--- config.mk ---
export PLATFORM = sky130hd
export DESIGN_NAME = sc_bi_stream_acc
export DESIGN_NICKNAME = d
export VERILOG_FILES = /design/src/rtl/sc_pkg.sv /design/src/rtl/sc_popcount.sv /design/src/rtl/sc_bi_stream_acc.sv
export SDC_FILE = /design/constraint.sdc
export NUM_CORES = 1
export LEC_CHECK = 0
export ABC_AREA = 0
export CORE_MARGIN = 2
export CORE_UTILIZATION = 44
export CTS_BUF_LIST = sky130_fd_sc_hd__clkbuf_4 sky130_fd_sc_hd__clkbuf_8 sky130_fd_sc_hd__clkbuf_16
export DETAILED_ROUTE_END_ITERATION = 10
export HOLD_SLACK_MARGIN = 0.08
export PLACE_DENSITY = 0.65
export SYNTH_ARGS = -nofsm -noshare
export SYNTH_HDL_FRONTEND = slang
export SYNTH_HIERARCHICAL = 1
export SYNTH_SLANG_ARGS = --single-unit
--- constraint.sdc ---
create_clock -name clk -period 15.9 [get_ports clk]
set_input_delay 3.18 -clock clk [delete_from_list [all_inputs] [get_ports clk]]
set_output_delay 3.18 -clock clk [all_outputs]
set_load 0.01 [all_outputs]
--- src/rtl/sc_pkg.sv ---
// Shared definitions for the stochastic-computing accumulator slice:
// window FSM state type and the accumulator width helper.
package sc_pkg;

  localparam int DATAWD = 8;

  typedef enum logic [1:0] {
    IDLE,
    RUN,
    DONE
  } acc_state_t;

  // Smallest width that can hold any value 0..maxVal.
  function automatic int count_width(input int maxVal);
    return $clog2(maxVal + 1);
  endfunction

  // Ones counter must hold LANES*WINLEN without wrapping.
  function automatic int acc_width(input int lanes, input int winlen);
    return count_width(lanes * winlen);
  endfunction

endpackage

--- src/rtl/sc_popcount.sv ---
// Combinational population count built as a recursive binary adder tree.
module sc_popcount #(
  parameter int W = 16
) (
  input  logic [W-1:0]             i_bits,
  output logic [$clog2(W+1)-1:0]   o_count
);

  localparam int OW = $clog2(W + 1);

  generate
    if (W == 1) begin : g_leaf
      assign o_count = i_bits;
    end else begin : g_split
      localparam int WL  = W / 2;
      localparam int WH  = W - WL;
      localparam int OWL = $clog2(WL + 1);
      localparam int OWH = $clog2(WH + 1);

      logic [OWL-1:0] w_lo;
      logic [OWH-1:0] w_hi;

      sc_popcount #(.W(WL)) u_lo (
        .i_bits  (i_bits[WL-1:0]),
        .o_count (w_lo)
      );

      sc_popcount #(.W(WH)) u_hi (
        .i_bits  (i_bits[W-1:WL]),
        .o_count (w_hi)
      );

      assign o_count = OW'(w_lo) + OW'(w_hi);
    end
  endgenerate

endmodule

--- src/rtl/sc_bi_stream_acc.sv ---
// Windowed ones counter for bipolar stochastic product lanes; converts the
// window's ones count into a signed bipolar MAC result.
module sc_bi_stream_acc
  import sc_pkg::*;
#(
  parameter int LANES  = 16,
  parameter int WINLEN = 255,
  parameter bit INVERT = 1'b1,
  parameter int ACCWD  = acc_width(LANES, WINLEN)
) (
  input  logic                    clk,
  input  logic                    rst_n,
  input  logic                    start,
  input  logic [LANES-1:0]        iLaneEn,
  input  logic [LANES-1:0]        ibit,
  output logic                    busy,
  output logic                    oValid,
  output logic signed [ACCWD:0]   oC,
  output logic [ACCWD-1:0]        oOnes
);

  localparam int CNTWD = count_width(WINLEN);
  localparam int PCWD  = count_width(LANES);

  acc_state_t r_state;
  logic [LANES-1:0]   r_mask;
  logic [CNTWD-1:0]   r_bitCnt;
  logic [ACCWD-1:0]   r_ones;
  logic               r_busy;
  logic               r_valid;
  logic signed [ACCWD:0] r_c;
  logic [ACCWD-1:0]   r_onesOut;

  logic [LANES-1:0]   w_gated;
  logic [PCWD-1:0]    w_hits;
  logic [PCWD-1:0]    w_laneCnt;
  logic [ACCWD:0]     w_full;
  logic [ACCWD:0]     w_twoP;
  logic signed [ACCWD:0] w_result;

  assign w_gated = ibit & r_mask;

  sc_popcount #(.W(LANES)) u_hitCount (
    .i_bits  (w_gated),
    .o_count (w_hits)
  );

  sc_popcount #(.W(LANES)) u_laneCount (
    .i_bits  (r_mask),
    .o_count (w_laneCnt)
  );

  // 2*P may exceed the signed range on its own; the wrapped difference is
  // still exact because the true result lies within +/-LANES*WINLEN.
  assign w_full   = (ACCWD+1)'(w_laneCnt) * (ACCWD+1)'(WINLEN);
  assign w_twoP   = {r_ones, 1'b0};
  assign w_result = INVERT ? $signed(w_full - w_twoP) : $signed(w_twoP - w_full);

  always_ff @(posedge clk) begin
    if (!rst_n) begin
      r_state   <= IDLE;
      r_mask    <= '0;
      r_bitCnt  <= '0;
      r_ones    <= '0;
      r_busy    <= 1'b0;
      r_valid   <= 1'b0;
      r_c       <= '0;
      r_onesOut <= '0;
    end else begin
      r_valid <= 1'b0;

      if (r_state == DONE) begin
        r_valid   <= 1'b1;
        r_c       <= w_result;
        r_onesOut <= r_ones;
      end

      // A start always wins: it aborts a running window or chains after DONE.
      if (start) begin
        r_state  <= RUN;
        r_mask   <= iLaneEn;
        r_ones   <= '0;
        r_bitCnt <= '0;
        r_busy   <= 1'b1;
      end else begin
        case (r_state)
          RUN: begin
            r_ones   <= r_ones + ACCWD'(w_hits);
            r_bitCnt <= r_bitCnt + 1'b1;
            if (r_bitCnt == CNTWD'(WINLEN - 1)) begin
              r_state <= DONE;
            end
          end
          DONE: begin
            r_state <= IDLE;
            r_busy  <= 1'b0;
          end
          default: begin
            r_state <= IDLE;
          end
        endcase
      end
    end
  end

  assign busy   = r_busy;
  assign oValid = r_valid;
  assign oC     = r_c;
  assign oOnes  = r_onesOut;

endmodule
* Yosys cells after proc, flatten, opt, wreduce, memory -nomap -nowiden *
Cells that the tools add are included.

storage, ports and cells
  input bits = 35
  logic and storage cells = 59
  output and inout port bits = 27
  register bits = 65

cells by class
  $add $sub $neg = 33
  multipliers = 1
  equal/unequal tests = 4
  reduce and logical (&&, ||, !) cells = 3
  muxes and demuxes = 6
  bitwise logic cells = 3

operator list
  operator                                              count
  adder 1 x 1 -> 2 bit                                  16
  adder 2 x 2 -> 3 bit                                  8
  adder 3 x 3 -> 4 bit                                  4
  bitwise AND 16 bit                                    1
  multiplier 5 x 8 -> 13 bit (second input constant)    1
  subtractor 13 bit                                     1
  adder 12 x 5 -> 12 bit                                1
  adder 4 x 4 -> 5 bit                                  2
  adder 8 x 1 -> 8 bit (second input constant)          1
  equality test 8 bit (second input constant)           1
  2-to-1 mux 1 bit                                      6
  != test 3 bit (second input constant)                 1
  OR reduction 3 bit                                    1
  equality test 2 x 1 -> 1 bit (second input constant)  1
  equality test 2 bit (second input constant)           1
  inverter 1 bit                                        2
  nonzero test 2 bit                                    1
  OR reduction 2 bit                                    1

* Logic depth before layout (Yosys ltp) *
  word-level depth = 6
  mapped depth = 26
  gate-level depth less buffers = 25

* Hierarchy *
Netlist, hierarchy kept.

by module, submodules not included
  module                                                                            sequential area each (um^2)  area each (um^2)  cells each  times used
  sc_bi_stream_acc                                                                  1301.2                       3951.3            433         1
  sc_popcount (u_hitCount.g_split.u_hi.g_split.u_hi ...)                            0.0                          51.3              7           8
  sc_popcount (u_hitCount.g_split.u_hi ...)                                         0.0                          95.1              12          4
  sc_popcount (u_hitCount ...)                                                      0.0                          136.4             16          2
  sc_popcount (u_hitCount.g_split.u_hi.g_split.u_hi.g_split.u_hi.g_split.u_hi ...)  0.0                          7.5               1           32
  sc_popcount (u_hitCount.g_split.u_hi.g_split.u_hi.g_split.u_hi ...)               0.0                          12.5              1           16

* Worst setup path after synthesis *
Ideal clock, no wire load.

  path kind = input to register
  from = input port ibit[0]
  to = register r_ones[8]
  required time = 15.828 ns
  cell stages on the path = 20
  slack = 8.825 ns
  library setup time = 0.072 ns
  buffers on the path = 1
  data arrival time = 7.003 ns
  cells stage by stage = and2_1 buf_4 ha_1 ha_1 inv_1 fa_1 inv_1 inv_1 fa_1 inv_1 inv_1 fa_1 inv_1 inv_1 fa_1 nor2b_1 o21a_1 o21ai_1 a2111oi_2 mux2i_1

on the way
  longest elaborated chain between the ends = 6

RTL lines
  element                                                             RTL line                source
  start, declared                                                     sc_bi_stream_acc.sv:15  input logic [LANES-1:0] ibit,
  bitwise AND 16 bit                                                  sc_bi_stream_acc.sv:41  assign w_gated = ibit & r_mask;
  via u_hitCount.g_split.u_lo.g_split.u_lo.g_split.u_lo.g_split.w_lo  sc_popcount.sv:20       logic [OWL-1:0] w_lo;
  adder 1 x 1 -> 2 bit                                                sc_popcount.sv:33       assign o_count = OW'(w_lo) + OW'(w_hi);
  via u_hitCount.g_split.u_lo.g_split.u_lo.g_split.w_lo[0]            sc_popcount.sv:20
  adder 2 x 2 -> 3 bit                                                sc_popcount.sv:33
  via u_hitCount.g_split.u_lo.g_split.w_lo[1]                         sc_popcount.sv:20
  adder 3 x 3 -> 4 bit                                                sc_popcount.sv:33
  via u_hitCount.g_split.w_lo[1]                                      sc_popcount.sv:20
  adder 4 x 4 -> 5 bit                                                sc_popcount.sv:33
  via w_hits[1]                                                       sc_bi_stream_acc.sv:35  logic [PCWD-1:0] w_hits;
  adder 12 x 5 -> 12 bit                                              sc_bi_stream_acc.sv:88  r_ones <= r_ones + ACCWD'(w_hits);
  end signal, assigned                                                sc_bi_stream_acc.sv:88
  end, declared                                                       sc_bi_stream_acc.sv:28  logic [ACCWD-1:0] r_ones;

The timed path passes the listed nets, and every way through them passes these cells.
A chain may end at the register's enable or synchronous reset.

* Worst setup path in the final report *
  from = input port ibit[1]
  to = register r_ones[8]

on the way
  longest elaborated chain between the ends = 6

RTL lines
  element                                                   RTL line                source
  bitwise AND 16 bit                                        sc_bi_stream_acc.sv:41
  via w_gated[1]                                            sc_bi_stream_acc.sv:34  logic [LANES-1:0] w_gated;
  adder 1 x 1 -> 2 bit                                      sc_popcount.sv:33
  via u_hitCount.g_split.u_lo.g_split.u_lo.g_split.w_lo[0]  sc_popcount.sv:20
  adder 2 x 2 -> 3 bit                                      sc_popcount.sv:33
  via u_hitCount.g_split.u_lo.g_split.w_lo[1]               sc_popcount.sv:20
  adder 3 x 3 -> 4 bit                                      sc_popcount.sv:33
  via u_hitCount.g_split.w_lo[1]                            sc_popcount.sv:20
  adder 4 x 4 -> 5 bit                                      sc_popcount.sv:33
  via w_hits[1]                                             sc_bi_stream_acc.sv:35
  adder 12 x 5 -> 12 bit                                    sc_bi_stream_acc.sv:88

The timed path passes the listed nets, and every way through them passes these cells.

==> results list <==
- When the netlist entered floorplanning its net count stood at 761.
- The most common cell in the synthesized netlist is sky130_fd_sc_hd__inv_1.
* Fraction of layout instances using a drive strength above 1: 4.475%
- Wires add up to between 10000 and 15000 um.
* HPWL after DPL: approximately 8400 um
- The H-tree was split into 3 levels.
- Count of cells along the worst hold path: 2
- Critical path peak fanout: 4
* Average wire per standard cell: roughly 13 um
- Number of buffers added by the clock tree synthesis step: 9
- The clock reaches the later pin of the worst-skew pair after 0.34 ns.
- The worst register-to-register path has a setup slack of 9.20 ns.
* Iteration count of the initial detailed-routing pass: 4
- Count of flip-flops with a built-in enable after synthesis: 0
- Entering global routing, the biggest net connects 31 pins.
- The clock period could shrink to about 7.3 ns.
- Final number of max-transition violations: 0
- Class of the tightest hold or removal check: flop to flop
* Commonest cells in the synthesized netlist: 114 x sky130_fd_sc_hd__inv_1, 71 x sky130_fd_sc_hd__ha_1, 65 x sky130_fd_sc_hd__dfxtp_1
* Starting DRC count in detailed routing: 131
* Synthesized area: about 0.0055 sq mm
- R2r endpoint: oC[9]
- Global routing finished with a remaining overflow of 0.
* Total setup buffers inserted after CTS: 0
- In the routed design, unresolved DRC markers number 0.
- Post-Route Setup TNS: 0 ns
* Number of max-cap violations: 0
- The final hold violation count is 0.
* Starting Density: approximately 45%
* Most Frequent Cell on Critical Path: sky130_fd_sc_hd__inv_1
* Worst-Margin Slew: 0.9356 ns
- The repair_antennas step left the layout with diodes totalling 0.
- Flip-flop and latch count after synthesis: 65
- TritonCTS clock tree: built
- STA classifies the critical path startpoint as an input port.
- Top-level I/O count: 62
- Ratio of final minimum period to clock period: 45.86%
* Global-route wire length before repair: 18730 um
- Dominant synthesized flop cell: sky130_fd_sc_hd__dfxtp_1
- Cells resized by post-CTS repair: 0
* Number of clock sinks: 65
- The largest single stage delay on the critical path is about 0.48 ns.
- For the worst setup path, the data arrival time is ~7.6 ns.
* Initial antenna violation count: 0
* Cell-by-cell listing of the critical path: clkdlybuf4s50_1 > and2_1 > ha_1 > ha_1 > inv_1 > fa_1 > inv_1 > inv_1 > fa_1 > inv_1 > inv_1 > fa_1 > inv_1 > inv_1 > fa_1 > nor2b_1 > o21a_1 > o21ai_1 > a2111oi_2 > mux2i_1
* Number of setup violations in the final report: 0
- Warning count from the yosys run: 6
- The worst register-to-register path begins at r_mask[8].
- Total Nets Final: slightly below 800
- At the end of routability-driven placement, the weighted congestion stood at ~0.82.
* Port-buffer cells: just over 60
- After clock tree synthesis, the clock-pin slew on the worst setup and hold paths is 0.06 ns.
- From bottom edge to top edge, the die measures roughly 120 um.
* Overall fraction of global-route tracks in use: 17.89%
* Post-synthesis cell count: 617
* Required @ worst endpoint: approximately 16 ns
- Across the routed clock network, the largest skew measured is approximately 0.0055 ns.
- The startpoint identified for the worst hold timing path is oC[8].
* Cell type of the slowest stage on the worst timing path: sky130_fd_sc_hd__fa_1
- Timing would allow up to between 100 and 150 MHz.
- CP Class: input port to flop
- The worst hold path terminates at oC[8].
- Counting cells, the worst reg-to-reg path comes to 23.
- Top area cells in the synthesized netlist: sky130_fd_sc_hd__dfxtp_1 24%, sky130_fd_sc_hd__ha_1 16%, sky130_fd_sc_hd__fa_1 14%, sky130_fd_sc_hd__inv_1 7.8%, sky130_fd_sc_hd__buf_4 4.4%
* Horizontal extent of the die: between 100 and 150 um
* Antenna viol nets, final: 0
- Dividing the detail-routed via count by the number of cells gives 4.809.
- Placeable core region: about 0.012 sq mm
- STA classifies the critical path endpoint as a flop.
- From synthesis to final layout, the design area changed by 14.70%.
- Routed via count: around 3900
* Via count of the first global-routing pass: about 4100
- After synthesis, the share of flip-flops with an asynchronous set or reset is 0%.
* Average instance area after synthesis: roughly 9 sq um
- The run finished with clean final reports.
* Biggest area consumer among synthesized cells: sky130_fd_sc_hd__dfxtp_1
* Maximum clock path buffer count: 2
- After synthesis, the largest area contributor takes up 23.85% of total cell area.
* Headroom to the max-slew limit: 37.62%
- Clock tree synthesis selected as its root buffer the cell sky130_fd_sc_hd__clkbuf_16.
- Num rows: 40
- Number of unique standard cell types used by synthesis: 50
- Die outline area: approximately 0.013 sq mm
* Setup repair after global routing missed its margin: false
- After clock tree synthesis, the flow added hold-fix buffers numbering 0.
- For this run, the register share of the synthesized area comes to roughly a quarter.
## state kept, by name, indices dropped and copies added, names as in the netlist
register and count:
oOnes 12, oValid 1, oC 13, busy 1, r_ones 12, r_bitCnt 8, r_state 2, r_mask 16
## kinds of logic (layout without fill, tap and decap cells)
group           after synthesis  after routing  synth area share (%)
fa+ha+maj                   109            109                 30.23
xor+xnor                     20             20                 3.211
simple gates                154            154                 14.72
buf+inv                     165            196                 13.83
compound gates               84             84                 10.48
mux                          20             20                 3.670
flops                        65             65                 23.85
## how the worst max path moves through the flow
stage	to	slack (ns)	startpoint
floorplan	r_ones[8]	8.83	ibit[0]
global placement	r_ones[8]	8.35	ibit[0]
detailed placement	r_ones[8]	8.30	ibit[1]
CTS	r_ones[8]	8.62	ibit[8]
global route	r_ones[9]	8.34	ibit[2]
finish	r_ones[8]	8.61	ibit[1]
## worst max-delay path, delay by kind of cell
family / cells / cell delay, ns
compound gates: 3 / 0.68
fa+ha+maj: 6 / 2.24
buf+inv: 8 / 0.93
simple gates: 2 / 0.32
mux: 1 / 0.22
## per-stage QoR
stage,utilization (%),hold slack [ns],cells,instance area [sq um],setup slack [ns]
after floorplan,-,0.4480,617,5455,8.825
after global routing,51.88,0.4941,816,6257,8.344
after detailed placement,49.60,0.4599,800,5982,8.302
final,51.88,0.4679,816,6257,8.608
after CTS,51.88,0.4730,816,6257,8.620
after global placement,49.60,0.4591,800,5982,8.350
## per-layer routing
layer | GRT usage (%) | share of wire (%) | vias to the layer above | routed length [um]
met5 | 0 | 0 | - | 0
li1 | - | - | 2003 | -
met2 | 30.92 | 48 | 75 | 5157
met3 | 4.375 | 4.6 | 9 | 495
met1 | 22.42 | 46 | 1837 | 4960
met4 | 4.498 | 1.1 | 0 | 117
## area by class of cell
cell class,count,area [sq um]
Clock buffer,10,232.7
Clock inverter,6,42.54
Fill cell,1170,5804
Inverter,116,437.9
Multi-Input combinational cell,387,3400
Sequential cell,65,1301
Tap cell,168,210.2
Timing Repair Buffer,64,633.1
## placed cells by master, fill, tap and decap left out, types with 3 or more instances in the layout
master	instances
sky130_fd_sc_hd__inv_1	114
sky130_fd_sc_hd__ha_1	71
sky130_fd_sc_hd__dfxtp_1	65
sky130_fd_sc_hd__nand2_1	62
sky130_fd_sc_hd__clkdlybuf4s50_1	61
sky130_fd_sc_hd__fa_1	38
sky130_fd_sc_hd__nor2b_1	23
sky130_fd_sc_hd__a21oi_1	23
sky130_fd_sc_hd__mux2i_1	20
sky130_fd_sc_hd__and2_1	19
sky130_fd_sc_hd__a21boi_0	18
sky130_fd_sc_hd__xnor2_1	15
sky130_fd_sc_hd__nor2_1	12
sky130_fd_sc_hd__a21o_1	10
sky130_fd_sc_hd__o21ai_0	10
sky130_fd_sc_hd__clkbuf_16	9
sky130_fd_sc_hd__nand3_1	7
sky130_fd_sc_hd__and3_1	6
sky130_fd_sc_hd__xor2_1	5
sky130_fd_sc_hd__nand4_1	4
sky130_fd_sc_hd__nand2b_1	4
sky130_fd_sc_hd__a211oi_1	4
sky130_fd_sc_hd__o31ai_1	3
sky130_fd_sc_hd__or4_1	3
sky130_fd_sc_hd__buf_4	3
Power is left out: the tool's default activity adds up to more than one toggle a clock period on the data nets, which glitch-free logic cannot reach.
